<file path="src/rtl/alu_pkg.sv">
// Shared ALU types: data width, divider FSM states and result-mux selects.
// Imported by the divider datapath, its step unit and the execute-stage mux.
package alu_pkg;

   localparam int DATA_W = 64;

   typedef logic [DATA_W-1:0] data_t;

   typedef enum logic [1:0] {
      IDLE = 2'd0,
      RUN  = 2'd1,
      DONE = 2'd2
   } div_state_t;

   // Result-mux selects; the divider quotient feeds SEL_DIV.
   typedef enum logic [1:0] {
      SEL_ADD = 2'd0,
      SEL_SUB = 2'd1,
      SEL_MUL = 2'd2,
      SEL_DIV = 2'd3
   } alu_sel_t;

   // Iteration counter width: must reach w without wrapping.
   function automatic int div_cnt_w(input int w);
      return $clog2(w) + 1;
   endfunction

endpackage

</file>
<file path="src/rtl/div_step.sv">
// One restoring-division step: shift {R,Q} left, trial-subtract D.
// Ports: r_i/q_i/d_i current partial remainder, quotient, divisor; r_o/q_o next.
module div_step
   import alu_pkg::*;
#(
   parameter int W = DATA_W
) (
   input  logic [W:0]   r_i,
   input  logic [W-1:0] q_i,
   input  logic [W-1:0] d_i,
   output logic [W:0]   r_o,
   output logic [W-1:0] q_o
);

   logic [W+1:0] shl;
   logic [W+1:0] trial;
   logic         neg;

   // R < D always holds between steps, so the shifted value fits in W+1
   // bits; the extra top bit just keeps the subtraction sign clean.
   assign shl   = {r_i, q_i[W-1]};
   assign trial = shl - {2'b00, d_i};
   assign neg   = trial[W+1];

   assign r_o = neg ? shl[W:0] : trial[W:0];
   assign q_o = {q_i[W-2:0], ~neg};

endmodule

</file>
<file path="src/rtl/seq_divider.sv">
// Iterative unsigned restoring divider, one quotient bit per clock.
// Ports: clk, reset (sync, active-high); start/dividend/divisor request;
//        busy, done pulse, quotient, remainder, div_by_zero results.
module seq_divider
   import alu_pkg::*;
#(
   parameter int WIDTH = DATA_W
) (
   input  logic             clk,
   input  logic             reset,
   input  logic             start,
   input  logic [WIDTH-1:0] dividend,
   input  logic [WIDTH-1:0] divisor,
   output logic             busy,
   output logic             done,
   output logic [WIDTH-1:0] quotient,
   output logic [WIDTH-1:0] remainder,
   output logic             div_by_zero
);

   localparam int CW = div_cnt_w(WIDTH);
   localparam logic [CW-1:0] LAST = CW'(WIDTH - 1);

   div_state_t       state_q, state_d;
   logic [CW-1:0]    cnt_q, cnt_d;
   logic [WIDTH:0]   r_q, r_d;
   logic [WIDTH-1:0] q_q, q_d;
   logic [WIDTH-1:0] d_q, d_d;
   logic [WIDTH-1:0] quot_q, quot_d;
   logic [WIDTH-1:0] rem_q, rem_d;
   logic             dbz_q, dbz_d;

   logic [WIDTH:0]   step_r;
   logic [WIDTH-1:0] step_q;

   div_step #(
      .W (WIDTH)
   ) u_step (
      .r_i (r_q),
      .q_i (q_q),
      .d_i (d_q),
      .r_o (step_r),
      .q_o (step_q)
   );

   always_comb begin
      state_d = state_q;
      cnt_d   = cnt_q;
      r_d     = r_q;
      q_d     = q_q;
      d_d     = d_q;
      quot_d  = quot_q;
      rem_d   = rem_q;
      dbz_d   = dbz_q;
      unique case (state_q)
         RUN: begin
            r_d   = step_r;
            q_d   = step_q;
            cnt_d = cnt_q + 1'b1;
            if (cnt_q == LAST) begin
               quot_d  = step_q;
               rem_d   = step_r[WIDTH-1:0];
               dbz_d   = 1'b0;
               state_d = DONE;
            end
         end
         IDLE, DONE: begin
            if (start) begin
               d_d   = divisor;
               q_d   = dividend;
               r_d   = '0;
               cnt_d = '0;
               // Zero divisor short-circuits straight to DONE.
               if (divisor == '0) begin
                  quot_d  = '1;
                  rem_d   = dividend;
                  dbz_d   = 1'b1;
                  state_d = DONE;
               end else begin
                  state_d = RUN;
               end
            end else begin
               state_d = IDLE;
            end
         end
         default: state_d = IDLE;
      endcase
   end

   always_ff @(posedge clk) begin
      if (reset) begin
         state_q <= IDLE;
         cnt_q   <= '0;
         r_q     <= '0;
         q_q     <= '0;
         d_q     <= '0;
         quot_q  <= '0;
         rem_q   <= '0;
         dbz_q   <= 1'b0;
      end else begin
         state_q <= state_d;
         cnt_q   <= cnt_d;
         r_q     <= r_d;
         q_q     <= q_d;
         d_q     <= d_d;
         quot_q  <= quot_d;
         rem_q   <= rem_d;
         dbz_q   <= dbz_d;
      end
   end

   assign busy        = (state_q == RUN);
   assign done        = (state_q == DONE);
   assign quotient    = quot_q;
   assign remainder   = rem_q;
   assign div_by_zero = dbz_q;

endmodule
</file>
<file path="config.mk">
export PLATFORM = sky130hd
export DESIGN_NAME = seq_divider
export DESIGN_NICKNAME = d
export VERILOG_FILES = /design/src/rtl/alu_pkg.sv /design/src/rtl/div_step.sv /design/src/rtl/seq_divider.sv
export SDC_FILE = /design/constraint.sdc
export NUM_CORES = 1
export LEC_CHECK = 0
export CAP_MARGIN = 20
export CORE_MARGIN = 10
export CORE_UTILIZATION = 51
export CTS_CLUSTER_SIZE = 20
export DETAILED_ROUTE_END_ITERATION = 6
export PLACE_DENSITY = 0.78
export SYNTH_ARGS = -nofsm -noshare
export SYNTH_HDL_FRONTEND = slang
export SYNTH_HIERARCHICAL = 1
export SYNTH_SLANG_ARGS = --single-unit
</file>
<file path="constraint.sdc">
create_clock -name clk -period 3.4 [get_ports clk]
set_input_delay 0.68 -clock clk [delete_from_list [all_inputs] [get_ports clk]]
set_output_delay 0.68 -clock clk [all_outputs]
set_load 0.01 [all_outputs]
</file>
; ---- Word level (Yosys, flattened, before mapping)
; Cells that the tools add are included.
[op_classes]
addsub = 2
n_eq_ne = 6
muxes = 23
bitwise_logic = 1
n_reduce_logical = 7
[op_table]
columns = op, n
row1 = 64-bit two-way mux, 7
row2 = 64-bit case mux with 2 select lines, 3
row3 = 65-bit two-way mux, 2
row4 = 65-bit case mux with 2 select lines, 1
row5 = 66-bit by 64-bit subtractor with 66-bit output, 1
row6 = 64-bit zero test, 1
row7 = 7-bit case mux with 2 select lines, 1
row8 = "7-bit by 1-bit adder with 7-bit output, second input constant", 1
row9 = "7-bit by 6-bit equality test with 1-bit output, second input constant", 1
row10 = 7-bit two-way mux, 1
row11 = 2-bit two-way mux, 3
row12 = "2-bit inequality test, second input constant", 2
row13 = 2-bit case mux with 2 select lines, 1
row14 = 2-bit AND reduction, 2
row15 = 4-bit AND reduction, 1
row16 = 1-bit two-way mux, 3
row17 = "2-bit by 1-bit equality test with 1-bit output, second input constant", 1
row18 = "2-bit equality test, second input constant", 1
row19 = 2-bit zero test, 1
row20 = "2-bit by 1-bit inequality test with 1-bit output, second input constant", 1
row21 = 1-bit case mux with 2 select lines, 1
row22 = 2-bit nonzero test, 1
row23 = 2-bit OR reduction, 1
row24 = 1-bit inverter, 1
[word_totals]
ff_bits = 331
out_inout_bits = 131
wordCells = 47

; ---- Depth between registers and ports, before layout
; Gate-level depths: netlist (run 1).
[depth]
ltp_word = 4
mapped_depth = 19

; ---- By module
; The synthesis (run 1) kept the hierarchy.
[by_module_without_submodules]
columns = mod, n_inst, cells_each, area_per_inst_um2, seq_area_each_um2
row1 = seq_divider, 1, 1505, 13394.1, 6626.4
row2 = div_step, 1, 827, 5823.1, 0.0

; ---- Worst setup path after synthesis (run 1)
; Ideal clock, no wire load.
[synth_path]
kind = register to register
start = register d_q[4]
end = register r_q[28]
setup_ns = 0.128
t_arrival_ns = 3.422
required_time_ns = 3.272
path_slack_ns = -0.149
path_stages_with_launch = 18
n_path_buf = 2
cell_sequence = dfxtp_1 > inv_1 > ha_1 > o211ai_1 > a21oi_2 > o21ai_2 > or4_4 > a31oi_4 > o31a_4 > a21boi_2 > a21oi_2 > xnor2_1 > buf_6 > buf_6 > mux2_4 > mux2_2 > a21oi_1 > nor2_1
[synth_between]
elab_chain_len = 3
[synth_rtl]
columns = item, line
row1 = start: declaration, seq_divider.sv:28  ; logic [WIDTH-1:0] d_q, d_d;
row2 = start signal: assignment, seq_divider.sv:96  ; d_q <= '0;
row3 = start signal: assignment, seq_divider.sv:105  ; d_q <= d_d;
row4 = 66-bit by 64-bit subtractor with 66-bit output, div_step.sv:22  ; assign trial = shl - {2'b00, d_i};
row5 = 65-bit two-way mux, div_step.sv:25  ; assign r_o = neg ? shl[W:0] : trial[W:0];
row6 = named net step_r[28], seq_divider.sv:33  ; logic [WIDTH:0] step_r;
row7 = 65-bit case mux with 2 select lines, seq_divider.sv:55  ; unique case (state_q)
row8 = end signal: assignment, seq_divider.sv:103  ; r_q <= r_d;
row9 = end: declaration, seq_divider.sv:26  ; logic [WIDTH:0] r_q, r_d;
; The timed path passes the listed nets, and every way through them passes these cells.
; A chain may end at the register's enable or synchronous reset.

; ---- Worst setup path after layout (run 1)
[layout_path]
start = register d_q[2]
end = register rem_q[51] (netlist: remainder[51])
[layout_between]
elab_chain_len = 4
[layout_rtl]
columns = item, line
row1 = 66-bit by 64-bit subtractor with 66-bit output, div_step.sv:22
row2 = 65-bit two-way mux, div_step.sv:25
row3 = named net step_r[51], seq_divider.sv:33
row4 = 64-bit two-way mux, seq_divider.sv:60  ; if (cnt_q == LAST) begin
row5 = 64-bit case mux with 2 select lines, seq_divider.sv:55
row6 = end signal: assignment, seq_divider.sv:107  ; rem_q <= rem_d;
row7 = end: declaration, seq_divider.sv:30  ; logic [WIDTH-1:0] rem_q, rem_d;
; The timed path passes the listed nets, and every way through them passes these cells. The select of a mux whose other input is x is not followed.

==> flow_summary_export.csv, run 1 <==
group,metric,value,unit
outcome,outcome,"complete, but fails checks",
outcome,violations,"negative setup slack",
final_layout,final_nets,2889,
global_route,grt_pass1_wl,98.90,mm
floorplanning,initial_utilization,51.38,%
setup_path,critical_path.reg2reg.startpoint,"d_q[2]",
drt,routed_wire_length_per_instance,19.51,um
setup_path,endpoint_of_the_worst_register_to_register_path,"remainder[51]",
clocking,ctsRootBufferMaster,"sky130_fd_sc_hd__clkbuf_16",
sta,final_hold_viol_count,0,
setup_path,worst_setup_path_start_kind,"flip-flop",
power,sw_frac_of_total,27.51,%
synth,main_area_contributors_after_synthesis,"sky130_fd_sc_hd__dfxtp_1 (34%), sky130_fd_sc_hd__a21oi_1 (7.3%), sky130_fd_sc_hd__nor2_1 (5.4%)",
drt,first_iter_violations,1426,
power,power.total,10.12,mW
power,p_sw,2.786,mW
drt,drtAntennaViolNets,0,
clocking,clockBufferDepth,3,
sta,final.period_utilization,110.2,%
drt,vias_post_dr,18880,
power,leakagePower,10.67,nW
sta,period_needed,3.746,ns
setup_path,critPathRequiredTime,3.77,ns
placed_design,replace_congestion,0.9316,
setup_path,rrSetupSlack,-0.35,ns
final_layout,fillCellCount,2884,
power,p_int,7.339,mW
synth,synth.cell_area,19220,um^2
sta,report.final.slew_viol_count,0,
drt,avgViaCountPerCell,5.843,
floorplanning,design.core.area,37400,um^2
setup_path,slowest_stage_cell_on_the_critical_path,"sky130_fd_sc_hd__or4_4",
global_route,antenna_found_initial,1,
setup_path,criticalPathCategory,"flip-flop to flip-flop",
final_layout,area_growth,35.80,%
power,cellPowerDensity,388.0,nW/um^2
setup_path,cell_chain_critical_path,"inv_2, ha_4, buf_6, o211ai_1, a21oi_4, o21ai_2, or4_4, a31oi_4, o31a_4, a21boi_4, a21oi_4, xnor2_4, buf_6, buf_12, buf_12, buf_16, mux2_4, buf_6, a21oi_4, a221oi_2",
synth,synth-async-reset-ratio,0,%
job,max_cap_viol_count,0,
floorplanning,die_area,45850,um^2
synth,synth_cells,2332,
final_layout,antenna-diode-count,0,
power,seqPwrFrac,40.7,%
global_route,first_global_vias,18660,
synth,synth-edff-count,0,
synth,avgSynthCellArea,8.241,um^2
setup_path,worst_path_largest_cell_delay,0.46,ns
drt,routed_wl,63.04,mm
power,vdd_drop_max,0.3557,mV
clocking,tritoncts,"built",
placed_design,io_buffers,261,
drt,detail_route.drc_violations,0,
final_layout,final_core_util,69.78,%
clocking,worst_skew_pair.late_latency,0.55,ns
synth,synth_area_leader_cell,"sky130_fd_sc_hd__dfxtp_1",
synth,synthesis.nets,2529,
global_route,grt_overflow,0,
global_route,grt_max_degree,176,
floorplanning,dieWidth,214.1,um
synth,total_of_warnings_raised_by_yosys,6,
sta,tightestPinTransition,1.068,ns
floorplanning,boundaryPins,262,
clocking,h-tree-depth,2,
setup_path,worstPathArrival,4.11,ns
sta,final-setup-viol-count,129,
floorplanning,fp-row-count,71,
sta,rsz0062_at_grt,"yes",
synth,synth_largest_type_area_fraction,34.48,%
drt,firstDrtPassIters,6,
sta,worst_slew_slack_as_a_fraction_of_its_limit,28.81,%
power,combinationalPowerShare,16.8,%
clocking,cts_made_buffers,38,
setup_path,crit_path_end,"remainder[51]",
placed_design,dpl.hpwl,44.59,mm
sta,worst_clock_skew,0.02711,ns
sta,timing.final.ws_setup,-0.3455,ns
synth,synthesized_flop_and_latch_total,331,
setup_path,worst-r2r-cell-count,20,
synth,synth-seq-area-share,34.48,%
clocking,clock-sinks,331,
global_route,track_usage,25.69,%
setup_path,worst-path-max-fanout,7,
clocking,clkSlewWorstSetupHoldPaths,0.07,ns
sta,max_frequency,267.0,MHz
final_layout,drive_above_1_share,27.71,%
setup_path,timing.critical_path.to_type,"flip-flop",
setup_path,startpoint,"d_q[2]",
power,p_clk_share,42.5,%
synth,synthDistinctLibCells,72,
synth,synth_flop_cell,"sky130_fd_sc_hd__dfxtp_1",
floorplanning,die_h,214.1,um
sta,finalSetupTns,-26.99,ns
worst_hold_path,min_path_type,"primary input to flip-flop",
==> layout by cell type (no fill, tap or decap), types with 44 or more instances in the layout <==
| cell type | n |
|---|---|
| sky130_fd_sc_hd__ha_1 | 48 |
| sky130_fd_sc_hd__a221oi_2 | 44 |
| sky130_fd_sc_hd__nand2_1 | 202 |
| sky130_fd_sc_hd__inv_1 | 87 |
| sky130_fd_sc_hd__nor3_1 | 80 |
| sky130_fd_sc_hd__mux2_4 | 57 |
| sky130_fd_sc_hd__a21oi_1 | 201 |
| sky130_fd_sc_hd__nor2_1 | 271 |
| sky130_fd_sc_hd__clkdlybuf4s50_1 | 260 |
| sky130_fd_sc_hd__buf_4 | 266 |
| sky130_fd_sc_hd__a21oi_2 | 66 |
| sky130_fd_sc_hd__o221a_2 | 64 |
| sky130_fd_sc_hd__nor2b_1 | 70 |
| sky130_fd_sc_hd__dfxtp_1 | 321 |
| sky130_fd_sc_hd__a211oi_1 | 67 |
==> final cells by class <==
class / instances / area [um^2] / area share [%]
inverters: 94 / 355.3 / 1.362
clock inverters: 13 / 158.9 / 0.6089
flip-flops and latches: 331 / 6641 / 25.45
repair buffers: 566 / 5243 / 20.09
well taps: 511 / 639.4 / 2.450
clock buffers: 56 / 1160 / 4.445
multi-input cells: 1661 / 11900 / 45.60
==> cell usage after synthesis (all sizes together) (12+ instances only) <==
master    n
a211oi   70
a21o     32
a21oi   284
a221oi   65
a31oi    12
buf     106
clkbuf  140
dfxtp   331
ha       65
inv      93
mux2     99
nand2   220
nand3    12
nand4    29
nor2    276
nor2b    72
nor3     81
nor3b    38
nor4     22
o21ai    51
o21bai   18
o221a    64
xnor2    36
xor2     21
==> logic make-up (layout without fill, tap and decap cells) <==
logic type	count (synthesis)	in the layout	share of synthesized area, %
adders and majority gates	66	66	4.336
DFF	331	331	34.48
buffers and inverters	340	729	8.412
xor gates and xnor gates	57	57	2.598
muxes	101	101	6.823
and+or+nand+nor	789	789	19.04
AOI/OAI and AO/OA	648	648	24.31
==> per-stage QoR <==
| step | cell area [um^2] | worst slack, ns | hold slack (ns) | cells |
|---|---|---|---|---|
| finish | 26100 | -0.3455 | 0.4275 | 3232 |
| global route | 26100 | -0.4556 | 0.4327 | 3232 |
| CTS | 25710 | -0.2406 | 0.4067 | 3219 |
| detailed placement | 23580 | -0.4141 | 0.4470 | 3130 |
| global placement | 23580 | -0.3716 | 0.4440 | 3130 |
| floorplan | 19360 | -0.02029 | 0.4347 | 2332 |
==> power by group through the flow <==
stage	logic (mW)	registers (mW)	clock network, mW
after floorplan	1.07	4.15	0
after global placement	1.52	4.19	0
after detailed placement	1.54	4.19	0
after CTS	1.63	4.11	4.36
after global routing	1.85	4.13	4.51
final	1.70	4.12	4.30
==> routing by layer <==
metal  track usage [%]  wire (um)  vias up  share of wire (%)
li1                  -          -     8980                  -
met1             32.54      27190     9093                 43
met2             43.74      30140      684                 48
met3             4.767       4100      125                6.5
met4             7.161       1599        2                2.5
met5                 0         17        -              0.027
==> registers in the layout, summed over array words and instances (netlist names) <==
signal / flops
r_q: 65
d_q: 64
q_q: 64
quotient: 64
remainder: 64
cnt_q: 7
state_q: 2
div_by_zero: 1
==> worst max-delay path: cells and delay by family, from the launching register on <==
family                   cells  cell delay [ns]
AO/OA/AOI/OAI                9             1.22
XOR/XNOR                     1             0.14
adder cells (fa/ha/maj)      1             0.27
buffers and inverters        7             0.81
flip-flops                   1             0.34
multiplexers                 1             0.32
AND/OR/NAND/NOR              1             0.46
==> worst min-delay path by stage <==
| stage | slack, ns | from | cells past startpoint | end |
|---|---|---|---|---|
| 2_1_floorplan | 0.43 | d_q[36] | 2 | d_q[36] |
| 3_3_place_gp | 0.44 | d_q[36] | 2 | d_q[36] |
| 3_5_place_dp | 0.45 | d_q[21] | 2 | d_q[21] |
| 4_1_cts | 0.41 | reset | 2 | state_q[1] |
| 5_1_grt | 0.43 | reset | 2 | state_q[1] |
| 6_report | 0.43 | reset | 2 | state_q[1] |
==> what timing repair did <==
item,4_1_cts,5_1_grt
pin swaps,58,45
gates cloned,4,0
setup endpoints to repair,129,131
hold buffers,0,0
setup buffers,16,16
gates resized for setup,132,76
No activity file was read; power rests on OpenSTA's default activity.
==> inputs of run 2 (changes only) <==
CORE_MARGIN = 5   (was 10)
HOLD_SLACK_MARGIN = 0.15   (was not set)
==> run 2 against run 1 <==
Net effect:
- the flow finishes with violations (design-rule violations, negative setup slack)
- clock power is 3% higher
- combinational power increased by 8%
- clock-buffer cell count fell by 6
- critical path type unchanged
- via count rose by 2.3%
- first-iteration DRC count is 8.3% higher
- critical path depth is 3 lower
- final area grew 4.2%
- worst setup slack better by 0.061 ns
- die area decreased by 9.1%
- cell count up 0.28%
- hold slack gained 0.027 ns
- sequential share of layout area down 0.96 points
==> flow_summary_export.csv, run 2 (same netlist as run 1, synthesis figures left out) <==
group,metric,value,unit
clocking,tritoncts,"built",
placed_design,place_ws,-0.4307,ns
sta,report.final.slew_viol_count,0,
sta,tightestPinTransition,1.205,ns
clocking,worst_skew_pair.late_latency,0.56,ns
setup_path,criticalPathCategory,"flip-flop to flip-flop",
drt,drtAntennaViolNets,0,
global_route,grt_pass1_wl,100.4,mm
sta,rsz0062_at_grt,"yes",
floorplanning,dieWidth,204.1,um
clocking,cts_made_buffers,38,
sta,timing.final.ws_setup,-0.2843,ns
job,max_cap_viol_count,0,
power,power.total,10.40,mW
setup_path,critPathRequiredTime,3.83,ns
outcome,outcome,"complete, but fails checks",
drt,routed_wire_length_per_instance,20.45,um
final_layout,area_growth,41.49,%
drt,detail_route.drc_violations,16,
final_layout,max_reg_flops,65,
power,leakagePower,10.94,nW
clocking,h-tree-depth,2,
clocking,clockBufferDepth,3,
clocking,cts_hold_buf,0,
drt,routed_wl,66.27,mm
sta,worst_clock_skew,0.01650,ns
final_layout,final_nets,2903,
floorplanning,die_area,41660,um^2
sta,final-setup-viol-count,126,
floorplanning,design.core.area,37400,um^2
sta,fin_hold_ws,0.4546,ns
outcome,violations,"design-rule violations, negative setup slack",
sta,period_needed,3.684,ns
setup_path,worstPathArrival,4.12,ns
final_layout,top_reg_by_flops,"r_q",
sta,max_frequency,271.4,MHz
setup_path,timing.critical_path.to_type,"flip-flop",
drt,first_iter_violations,1545,
final_layout,antenna-diode-count,0,
final_layout,most_common_library_cell_in_the_layout_ignoring_fill_and_taps,"sky130_fd_sc_hd__dfxtp_1",
floorplanning,fp-row-count,71,
setup_path,worst-path-max-fanout,2,
placed_design,replace_congestion,0.9259,
placed_design,io_buffers,261,
sta,final_hold_viol_count,0,
final_layout,layout_common_cells,"sky130_fd_sc_hd__dfxtp_1 (309), sky130_fd_sc_hd__nor2_1 (265), sky130_fd_sc_hd__clkdlybuf4s50_1 (260)",
global_route,antenna_found_initial,0,
sta,worst_slew_slack_as_a_fraction_of_its_limit,19.65,%
global_route,grt_max_degree,174,
final_layout,drive_above_1_share,32.05,%
floorplanning,die_h,204.1,um
sta,final.period_utilization,108.4,%
clocking,ctsRootBufferMaster,"sky130_fd_sc_hd__clkbuf_16",
global_route,track_usage,29.15,%
drt,vias_post_dr,19310,
worst_hold_path,min_path_type,"flip-flop to flip-flop",
setup_path,rrSetupSlack,-0.28,ns
drt,firstDrtPassIters,7,
global_route,grt_overflow,0,
power,cellPowerDensity,382.5,nW/um^2
global_route,first_global_vias,18970,
floorplanning,boundaryPins,262,
floorplanning,initial_utilization,51.38,%
clocking,clock-sinks,331,
power,vdd_drop_max,0.4935,mV
drt,avgViaCountPerCell,5.959,
placed_design,dpl.hpwl,43.33,mm
clocking,clkSlewWorstSetupHoldPaths,0.06,ns
setup_path,worst_setup_path_start_kind,"flip-flop",
run 2: changes by cell type in the layout (fill, tap and decap cells not counted), moves of 7 or more:
| cell | before | now |
|---|---|---|
| sky130_fd_sc_hd__dfxtp_2 | 9 | 20 |
| sky130_fd_sc_hd__buf_4 | 266 | 239 |
| sky130_fd_sc_hd__mux2_2 | 42 | 29 |
| sky130_fd_sc_hd__clkbuf_8 | 12 | 5 |
| sky130_fd_sc_hd__a21oi_4 | 17 | 30 |
| sky130_fd_sc_hd__a21oi_1 | 201 | 162 |
| sky130_fd_sc_hd__dfxtp_1 | 321 | 309 |
| sky130_fd_sc_hd__mux2_4 | 57 | 70 |
| sky130_fd_sc_hd__a221oi_1 | 21 | 8 |
| sky130_fd_sc_hd__ha_1 | 48 | 39 |
| sky130_fd_sc_hd__ha_4 | 16 | 24 |
| sky130_fd_sc_hd__a21oi_2 | 66 | 92 |
| sky130_fd_sc_hd__a221oi_2 | 44 | 57 |
| sky130_fd_sc_hd__buf_6 | 20 | 54 |
run 2: final cells by class:
type,instances,area (um^2)
Clock inverter,14,241.5
Multi-Input combinational cell,1661,12640
Tap cell,511,639.4
Timing Repair Buffer,580,5545
Sequential cell,331,6659
Clock buffer,50,1110
Inverter,94,352.8
Fill cell,2676,10210
run 2: path summary, 6_finish.rpt:
kind | to | depth (start not counted) | from
min reg2reg | d_q[9] | 2 | d_q[9]
max | remainder[60] | 17 | q_q[63]
max reg2reg | remainder[60] | 17 | q_q[63]
min | d_q[9] | 2 | d_q[9]
run 2: worst max-delay path, cell delays in order, from the launching register on:
cell	delay, ns
sky130_fd_sc_hd__dfxtp_2	0.35
sky130_fd_sc_hd__inv_2	0.07
sky130_fd_sc_hd__ha_4	0.17
sky130_fd_sc_hd__fa_2	0.35
sky130_fd_sc_hd__nor2b_2	0.14
sky130_fd_sc_hd__o211ai_1	0.15
sky130_fd_sc_hd__a211oi_2	0.30
sky130_fd_sc_hd__buf_4	0.17
sky130_fd_sc_hd__nand4_1	0.07
sky130_fd_sc_hd__and3b_2	0.26
sky130_fd_sc_hd__o21ai_2	0.19
sky130_fd_sc_hd__buf_6	0.13
sky130_fd_sc_hd__a31oi_4	0.08
sky130_fd_sc_hd__and4b_1	0.24
sky130_fd_sc_hd__nor4_4	0.22
sky130_fd_sc_hd__mux2_4	0.23
sky130_fd_sc_hd__a21oi_2	0.07
sky130_fd_sc_hd__a221oi_1	0.35
run 2: power breakdown:
part | switching [mW] | leakage, nW | internal, mW
Sequential | 0.105 | 2.70 | 4.01
Clock | 1.70 | 0.654 | 2.76
Combinational | 1.07 | 7.59 | 0.762
run 2: stage by stage:
step / setup TNS, ns / util (%) / cell area (um^2) / instances
after detailed placement: -47.78 / 63.03 / 23570 / 3129
after global placement: -49.50 / 63.03 / 23570 / 3129
final: -16.78 / 72.70 / 27190 / 3241
after global routing: -24.84 / 72.70 / 27190 / 3241
after CTS: -12.14 / 70.30 / 26290 / 3226
after floorplan: -0.2976 / - / 19360 / 2332
run 2: metal layers:
| layer | vias to the layer above | share of wire, % | track usage, % |
|---|---|---|---|
| met4 | 0 | 3.2 | 9.739 |
| met3 | 156 | 6.2 | 4.380 |
| met5 | - | 0 | 0 |
| met2 | 787 | 49 | 49.59 |
| li1 | 9015 | - | - |
| met1 | 9356 | 42 | 38.06 |
run 2: what timing repair did:
item	in CTS	in global routing
buffers inserted	30	25
setup endpoints to repair	131	131
resized for setup	225	189
pin swaps	126	115
cloned	5	0
